$ cat src/rtl/traffic_pkg.sv
// Shared definitions for the four-way traffic controller: lamp encodings,
// controller state encodings and direction bit positions.
package traffic_pkg;

    // Lamp encodings for a 3-bit {red, yellow, green} signal head
    localparam logic [2:0] RED  = 3'b100;
    localparam logic [2:0] YEL  = 3'b010;
    localparam logic [2:0] GRN  = 3'b001;
    localparam logic [2:0] DARK = 3'b000;

    // Bit positions of each approach in arrow and mask vectors
    localparam int DIR_N = 0;
    localparam int DIR_S = 1;
    localparam int DIR_E = 2;
    localparam int DIR_W = 3;

    // Normal-operation states; the numeric value is what the phase port shows
    typedef enum logic [3:0] {
        NS_GRN   = 4'd0,
        NS_SPLIT = 4'd1,
        N_PROT   = 4'd2,
        N_YEL    = 4'd3,
        S_PROT   = 4'd4,
        S_YEL    = 4'd5,
        CLR_NS   = 4'd6,
        EW_GRN   = 4'd7,
        EW_SPLIT = 4'd8,
        E_PROT   = 4'd9,
        E_YEL    = 4'd10,
        W_PROT   = 4'd11,
        W_YEL    = 4'd12,
        CLR_EW   = 4'd13,
        PED      = 4'd14,
        FLASH    = 4'd15
    } state_t;

    // Emergency sub-states, only meaningful while the preempt flag is set
    typedef enum logic [1:0] {
        EM_YEL  = 2'd0,
        EM_HOLD = 2'd1,
        EM_CLR  = 2'd2
    } em_state_t;

    // True for the single-direction yellow states that end a green group
    function automatic logic is_yellow(input state_t s);
        return (s == N_YEL) || (s == S_YEL) || (s == E_YEL) || (s == W_YEL);
    endfunction

endpackage

$ cat src/rtl/phase_timer.sv
// Down-counting phase timer: loads a value, counts toward zero and holds
// there; done is high while the count reads zero.
module phase_timer #(
    parameter int               CNT_W   = 8,
    parameter logic [CNT_W-1:0] RST_VAL = '0
) (
    input  logic             clk,
    input  logic             reset,
    input  logic             load,
    input  logic [CNT_W-1:0] load_val,
    output logic [CNT_W-1:0] count,
    output logic             done
);

    // Load takes priority; otherwise decrement and saturate at zero
    always_ff @(posedge clk or posedge reset) begin
        if (reset) begin
            count <= RST_VAL;
        end else if (load) begin
            count <= load_val;
        end else if (count != '0) begin
            count <= count - CNT_W'(1);
        end
    end

    assign done = (count == '0);

endmodule

$ cat src/rtl/traffic_ctrl_param.sv
// Four-way intersection controller with protected turn phases, pedestrian
// service, night flash and emergency preemption. Lamp outputs are decoded
// from registered state and forced to all-red while reset is asserted.
module traffic_ctrl_param
    import traffic_pkg::*;
#(
    parameter int T_GREEN = 10,
    parameter int T_PROT  = 5,
    parameter int T_YEL   = 2,
    parameter int T_CLR   = 2,
    parameter int T_PED   = 8,
    parameter int T_FLASH = 4,
    parameter int CNT_W   = 8
) (
    input  logic       clk,
    input  logic       reset,
    input  logic       ped_req,
    input  logic       emerg,
    input  logic       flash_en,
    output logic [2:0] n_light,
    output logic [2:0] s_light,
    output logic [2:0] e_light,
    output logic [2:0] w_light,
    output logic [3:0] left_arrow,
    output logic [3:0] right_arrow,
    output logic       ped_walk,
    output logic       preempt_active,
    output logic [3:0] phase
);

    state_t     state_reg, state_next;
    em_state_t  em_reg, em_next;
    logic       preempt_reg, preempt_next;
    logic [3:0] mask_reg, mask_next;
    logic       flash_dark_reg, flash_dark_next;
    logic       ped_pending_reg, ped_pending_next;
    logic       go_ns_reg, go_ns_next;   // where a clearance leads next

    logic             load;
    logic [CNT_W-1:0] load_val;
    logic [CNT_W-1:0] count;
    logic             done;

    logic [2:0] lt [4];
    logic [2:0] light_out [4];
    logic [3:0] la, ra;
    logic       walk;
    logic [3:0] grn_mask, yel_mask;
    logic       ew;
    logic [3:0] base;
    logic [1:0] a, b;

    // Duration minus one for each state, as loaded into the timer on entry
    function automatic logic [CNT_W-1:0] dur(input state_t s);
        case (s)
            NS_GRN, EW_GRN:                    dur = CNT_W'(T_GREEN - 1);
            N_PROT, S_PROT, E_PROT, W_PROT:    dur = CNT_W'(T_PROT - 1);
            CLR_NS, CLR_EW:                    dur = CNT_W'(T_CLR - 1);
            PED:                               dur = CNT_W'(T_PED - 1);
            FLASH:                             dur = CNT_W'(T_FLASH - 1);
            default:                           dur = CNT_W'(T_YEL - 1);
        endcase
    endfunction

    phase_timer #(
        .CNT_W   (CNT_W),
        .RST_VAL (CNT_W'(T_GREEN - 1))
    ) u_timer (
        .clk      (clk),
        .reset    (reset),
        .load     (load),
        .load_val (load_val),
        .count    (count),
        .done     (done)
    );

    // Lamp decode of the registered state; E/W states reuse the N/S pattern
    // with E in N's role and W in S's role
    always_comb begin
        for (int i = 0; i < 4; i++) lt[i] = RED;
        la   = '0;
        ra   = '0;
        walk = 1'b0;
        ew   = (state_reg >= EW_GRN) && (state_reg <= W_YEL);
        base = ew ? (4'(state_reg) - 4'd7) : 4'(state_reg);
        a    = ew ? 2'(DIR_E) : 2'(DIR_N);
        b    = ew ? 2'(DIR_W) : 2'(DIR_S);
        if (preempt_reg) begin
            if (em_reg == EM_YEL) begin
                for (int i = 0; i < 4; i++) lt[i] = mask_reg[i] ? YEL : RED;
            end
        end else begin
            case (state_reg)
                PED:            walk = 1'b1;
                FLASH:          for (int i = 0; i < 4; i++) lt[i] = flash_dark_reg ? DARK : RED;
                CLR_NS, CLR_EW: ;
                default: begin
                    case (base)
                        4'd0: begin lt[a] = GRN; lt[b] = GRN; la[a] = 1'b1; la[b] = 1'b1; end
                        4'd1: begin lt[a] = GRN; lt[b] = YEL; la[a] = 1'b1; end
                        4'd2: begin lt[a] = GRN; la[a] = 1'b1; ra[a] = 1'b1; end
                        4'd3: lt[a] = YEL;
                        4'd4: begin lt[b] = GRN; la[b] = 1'b1; ra[b] = 1'b1; end
                        4'd5: lt[b] = YEL;
                        default: ;
                    endcase
                end
            endcase
        end
    end

    // Per-direction green/yellow masks and reset gating of the lamps
    genvar gi;
    generate
        for (gi = 0; gi < 4; gi++) begin : g_dir
            assign grn_mask[gi]  = (lt[gi] == GRN);
            assign yel_mask[gi]  = (lt[gi] == YEL);
            assign light_out[gi] = reset ? RED : lt[gi];
        end
    endgenerate

    assign n_light        = light_out[DIR_N];
    assign s_light        = light_out[DIR_S];
    assign e_light        = light_out[DIR_E];
    assign w_light        = light_out[DIR_W];
    assign left_arrow     = reset ? 4'b0000 : la;
    assign right_arrow    = reset ? 4'b0000 : ra;
    assign ped_walk       = walk & ~reset;
    assign preempt_active = preempt_reg & ~reset;
    assign phase          = preempt_reg ? 4'(CLR_NS) : 4'(state_reg);

    // Next-state logic: emergency first, then timed transitions
    always_comb begin
        state_next       = state_reg;
        em_next          = em_reg;
        preempt_next     = preempt_reg;
        mask_next        = mask_reg;
        flash_dark_next  = flash_dark_reg;
        go_ns_next       = go_ns_reg;
        ped_pending_next = ped_pending_reg | ped_req;
        load             = 1'b0;
        load_val         = dur(state_reg);
        if (preempt_reg) begin
            case (em_reg)
                EM_YEL: begin
                    // emerg dropping here is ignored; HOLD is always visited
                    if (done) em_next = EM_HOLD;
                end
                EM_HOLD: begin
                    if (!emerg) begin
                        em_next  = EM_CLR;
                        load     = 1'b1;
                        load_val = CNT_W'(T_CLR - 1);
                    end
                end
                default: begin
                    if (emerg) begin
                        em_next = EM_HOLD;
                    end else if (done) begin
                        preempt_next = 1'b0;
                        mask_next    = '0;
                        state_next   = NS_GRN;
                        load         = 1'b1;
                        load_val     = dur(NS_GRN);
                    end
                end
            endcase
        end else if (emerg) begin
            preempt_next = 1'b1;
            if (|grn_mask) begin
                em_next   = EM_YEL;
                mask_next = grn_mask;
                load      = 1'b1;
                load_val  = CNT_W'(T_YEL - 1);
            end else if (is_yellow(state_reg) && !done) begin
                // keep counting down so the yellow keeps its full length
                em_next   = EM_YEL;
                mask_next = yel_mask;
            end else begin
                em_next = EM_HOLD;
            end
        end else if (done) begin
            load = 1'b1;
            case (state_reg)
                CLR_NS, CLR_EW: begin
                    if (flash_en) begin
                        state_next      = FLASH;
                        flash_dark_next = 1'b0;
                    end else if (ped_pending_reg) begin
                        state_next       = PED;
                        ped_pending_next = ped_req;
                    end else begin
                        state_next = go_ns_reg ? NS_GRN : EW_GRN;
                    end
                end
                PED: state_next = go_ns_reg ? NS_GRN : EW_GRN;
                FLASH: begin
                    if (flash_en) begin
                        flash_dark_next = ~flash_dark_reg;
                    end else begin
                        state_next = CLR_NS;
                        go_ns_next = 1'b1;
                    end
                end
                default: begin
                    state_next = state_t'(4'(state_reg) + 4'd1);
                    if (state_reg == S_YEL) go_ns_next = 1'b0;
                    if (state_reg == W_YEL) go_ns_next = 1'b1;
                end
            endcase
            load_val = dur(state_next);
        end
    end

    // Controller state registers
    always_ff @(posedge clk or posedge reset) begin
        if (reset) begin
            state_reg       <= NS_GRN;
            em_reg          <= EM_YEL;
            preempt_reg     <= 1'b0;
            mask_reg        <= '0;
            flash_dark_reg  <= 1'b0;
            ped_pending_reg <= 1'b0;
            go_ns_reg       <= 1'b0;
        end else begin
            state_reg       <= state_next;
            em_reg          <= em_next;
            preempt_reg     <= preempt_next;
            mask_reg        <= mask_next;
            flash_dark_reg  <= flash_dark_next;
            ped_pending_reg <= ped_pending_next;
            go_ns_reg       <= go_ns_next;
        end
    end

endmodule

$ cat config.mk
export PLATFORM = sky130hd
export DESIGN_NAME = traffic_ctrl_param
export DESIGN_NICKNAME = d
export VERILOG_FILES = /design/src/rtl/traffic_pkg.sv /design/src/rtl/phase_timer.sv /design/src/rtl/traffic_ctrl_param.sv
export SDC_FILE = /design/constraint.sdc
export NUM_CORES = 1
export LEC_CHECK = 0
export ABC_AREA = 1
export CORE_MARGIN = 4
export CORE_UTILIZATION = 40
export DETAILED_ROUTE_END_ITERATION = 8
export PLACE_DENSITY = 0.72
export RECOVER_POWER = 50
export SKIP_CTS_REPAIR_TIMING = 1
export SLEW_MARGIN = 30
export SYNTH_ARGS = -nofsm -noshare
export SYNTH_HDL_FRONTEND = slang
export SYNTH_SLANG_ARGS = --single-unit
$ cat constraint.sdc
create_clock -name clk -period 4.7 [get_ports clk]
set_input_delay 0.47 -clock clk [delete_from_list [all_inputs] [get_ports clk]]
set_output_delay 0.47 -clock clk [all_outputs]
set_load 0.01 [all_outputs]
==> impl_metrics.yaml <==
synthesis:
  ys_ff_latch: 22
  synth.net_count: 367
  synth_cells: 353
  synth_area_um2: 2261
  ys_types: 40
  ys_seq_area_share_pct: 24.46
  synth.avg_cell_area_um2: 6.405
  yosysWarningCount: 0
setup_path:
  crit_start: "state_reg[0]"
  r2r_start: "state_reg[0]"
  cp-endpoint: "s_light[1]"
  reg2regPathDepth: 14
  reg2reg_slack_ps: 1820
  reg2reg_to: "mask_reg[1]"
  cp_cell_sequence: "inv_1, ha_1, inv_1, nand3_4, nand2_2, nand2_2, nand2_2, nand3_2, or2_2, o22ai_1, a21oi_1, nor2_1, clkdlybuf4s50_1"
  cp-start-kind: "flip-flop"
  worst-setup-path-type: "reg2out"
  crit_path_frequent_cell: "nand2_2"
  cp_max_fo: 10
  end_kind: "output port"
  slowest_stage: "clkdlybuf4s50_1"
  slowest_delay_ps: 540
  arrival_ps: 3300
  worstPathRequired_ps: 4230
clock_network:
  numCtsBuffers: 3
  cts-root-buf: "clkbuf_8"
  htreeDepth: 1
  cts_sinks: 22
  path_clk_slew_ps: 80
  cts_tree: "done"
  cts.path.max_buffers: 2
  clk_latency_ps: 270
global_routing:
  grt_pass1_vias: 2244
  track_usage_pct: 17.96
  grt-ovfl-total: 0
  grt_start_max_net_pins: 17
  grt_pass1_wl_um: 10470
  antenna_found_initial: 0
timing:
  setup_tns_ps: 0
  whs_ps: 516.8
  finalCriticalPeriod_ps: 3775
  rsz0062_at_grt: "no"
  setup_viol: 0
  worst_pin_slew_ps: 914.4
  finalHoldViolCount: 0
  slew_violations: 0
  skew_ps: 4.892
  worst_slew_margin_rel_pct: 39.04
  max_freq_ghz: 0.2649
  period_share_pct: 80.32
layout:
  utilization_pct: 48.81
  fin_cells: 454
  nets: 397
  area_growth_pct: 18.87
  final_cell_mix: "nand2_1 (79), nor2_1 (61), inv_1 (46)"
  diodes: 0
  mostFrequentLayoutCell: "nand2_1"
  largest_register_ffs: 8
  drive_gt1_share_pct: 11.78
place:
  gp_congestion: 0.9493
  dp_hpwl_um: 4972
  portBuffers: 30
  numPlacedInstances: 450
floorplanning:
  num_io_pins: 31
  die-area_um2: 6919
  die_w_um: 83.18
  fp-row-count: 27
  initial_core_util_pct: 41.06
  core_area_um2: 5507
  fp.dieH_um: 83.18
routing:
  via_per_inst: 5.326
  detail-route-antenna-nets: 0
  wl_per_cell_um: 13.76
  num_vias: 2418
  drt_iter0_markers: 216
  drc: 0
  routed_wl_um: 6249
  drtPass1Iterations: 5
run_status:
  status: "complete, no violations"
power:
  total_power_w: 0.001749
  vdd.ir_drop.worst_v: 0.0002548
  leakagePower_nw: 1.265
  power_density_nw_per_um2: 650.6
run:
  drv_cap: 0
worst_hold_path:
  min_path_type: "reg2reg"
-- cells by family (layout without fill, tap and decap cells) --
logic type               Yosys count  after routing  share of synthesized area [%]
buffers and inverters             56             85                          10.24
AND/OR/NAND/NOR                  207            207                          43.00
AO/OA/AOI/OAI                     52             52                          14.44
adder cells (fa/ha/maj)            9              9                          4.981
multiplexers                       2              2                         0.9408
XOR/XNOR                           5              5                          1.937
flip-flops                        22             22                          24.46
-- critical path, delay by kind of cell (launching register included) --
family	cells	cell delay (ps)
AOI/OAI and AO/OA	2	290
buffers and inverters	3	930
DFF	1	510
and+or+nand+nor	7	1030
adders and majority gates	1	290
-- layout make-up --
type	instances	area, um^2
Clock buffer	3	41.29
Sequential cell	22	553.0
Tap cell	72	90.09
Inverter	50	192.7
Fill cell	567	2819
Clock inverter	1	30.03
Multi-Input combinational cell	275	1476
Timing Repair Buffer	31	304.0
-- synth_stat cells (all sizes together) --
cell | count | area share [%]
nand2 | 95 | 19
nor2 | 65 | 11
inv | 50 | 8.5
o21ai | 25 | 6.4
nand3 | 23 | 6.5
dfrtp | 20 | 22
nor3 | 13 | 2.9
ha | 9 | 5.0
o22ai | 8 | 2.2
a21oi | 7 | 1.7
nand4 | 5 | 1.4
xor2 | 5 | 1.9
buf | 3 | 1.2
clkbuf | 3 | 0.50
nor4 | 3 | 0.83
o211ai | 3 | 1.0
or2 | 3 | 0.83
dfstp | 2 | 2.3
o221ai | 2 | 0.77
a2111oi | 1 | 0.39
a211oi | 1 | 0.33
a21o | 1 | 0.33
a221oi | 1 | 0.39
a22oi | 1 | 0.33
a31oi | 1 | 0.28
mux2 | 1 | 0.50
mux2i | 1 | 0.44
o31ai | 1 | 0.33
-- layer usage --
layer	global-route usage, %	routed length (um)
met5	0	0
met4	5.944	179
met3	3.770	413
met2	28.72	2754
met1	24.07	2902
-- where the power goes --
| part | internal (W) | total [W] | switching (W) |
|---|---|---|---|
| Clock | 0.000114 | 0.000177 | 0.0000632 |
| Combinational | 0.000384 | 0.00120 | 0.000814 |
| Sequential | 0.000273 | 0.000374 | 0.000102 |
-- metrics by stage --
step | worst slack, ps | instance area (um^2)
finish | 925.0 | 2688
global route | 772.8 | 2688
CTS | 975.7 | 2691
detailed placement | 1294 | 2620
global placement | 1321 | 2620
floorplan | 2162 | 2261
-- how the worst min path moves through the flow --
| stage | cells past startpoint | slack [ps] | end | start |
|---|---|---|---|---|
| 2_1_floorplan | 1 | 470 | ped_pending_reg | ped_pending_reg |
| 3_3_place_gp | 1 | 490 | ped_pending_reg | ped_pending_reg |
| 3_5_place_dp | 1 | 500 | flash_dark_reg | flash_dark_reg |
| 4_1_cts | 1 | 520 | ped_pending_reg | ped_pending_reg |
| 5_1_grt | 1 | 540 | ped_pending_reg | ped_pending_reg |
| 6_report | 1 | 520 | flash_dark_reg | flash_dark_reg |
Power figures use the tool's default switching activity.
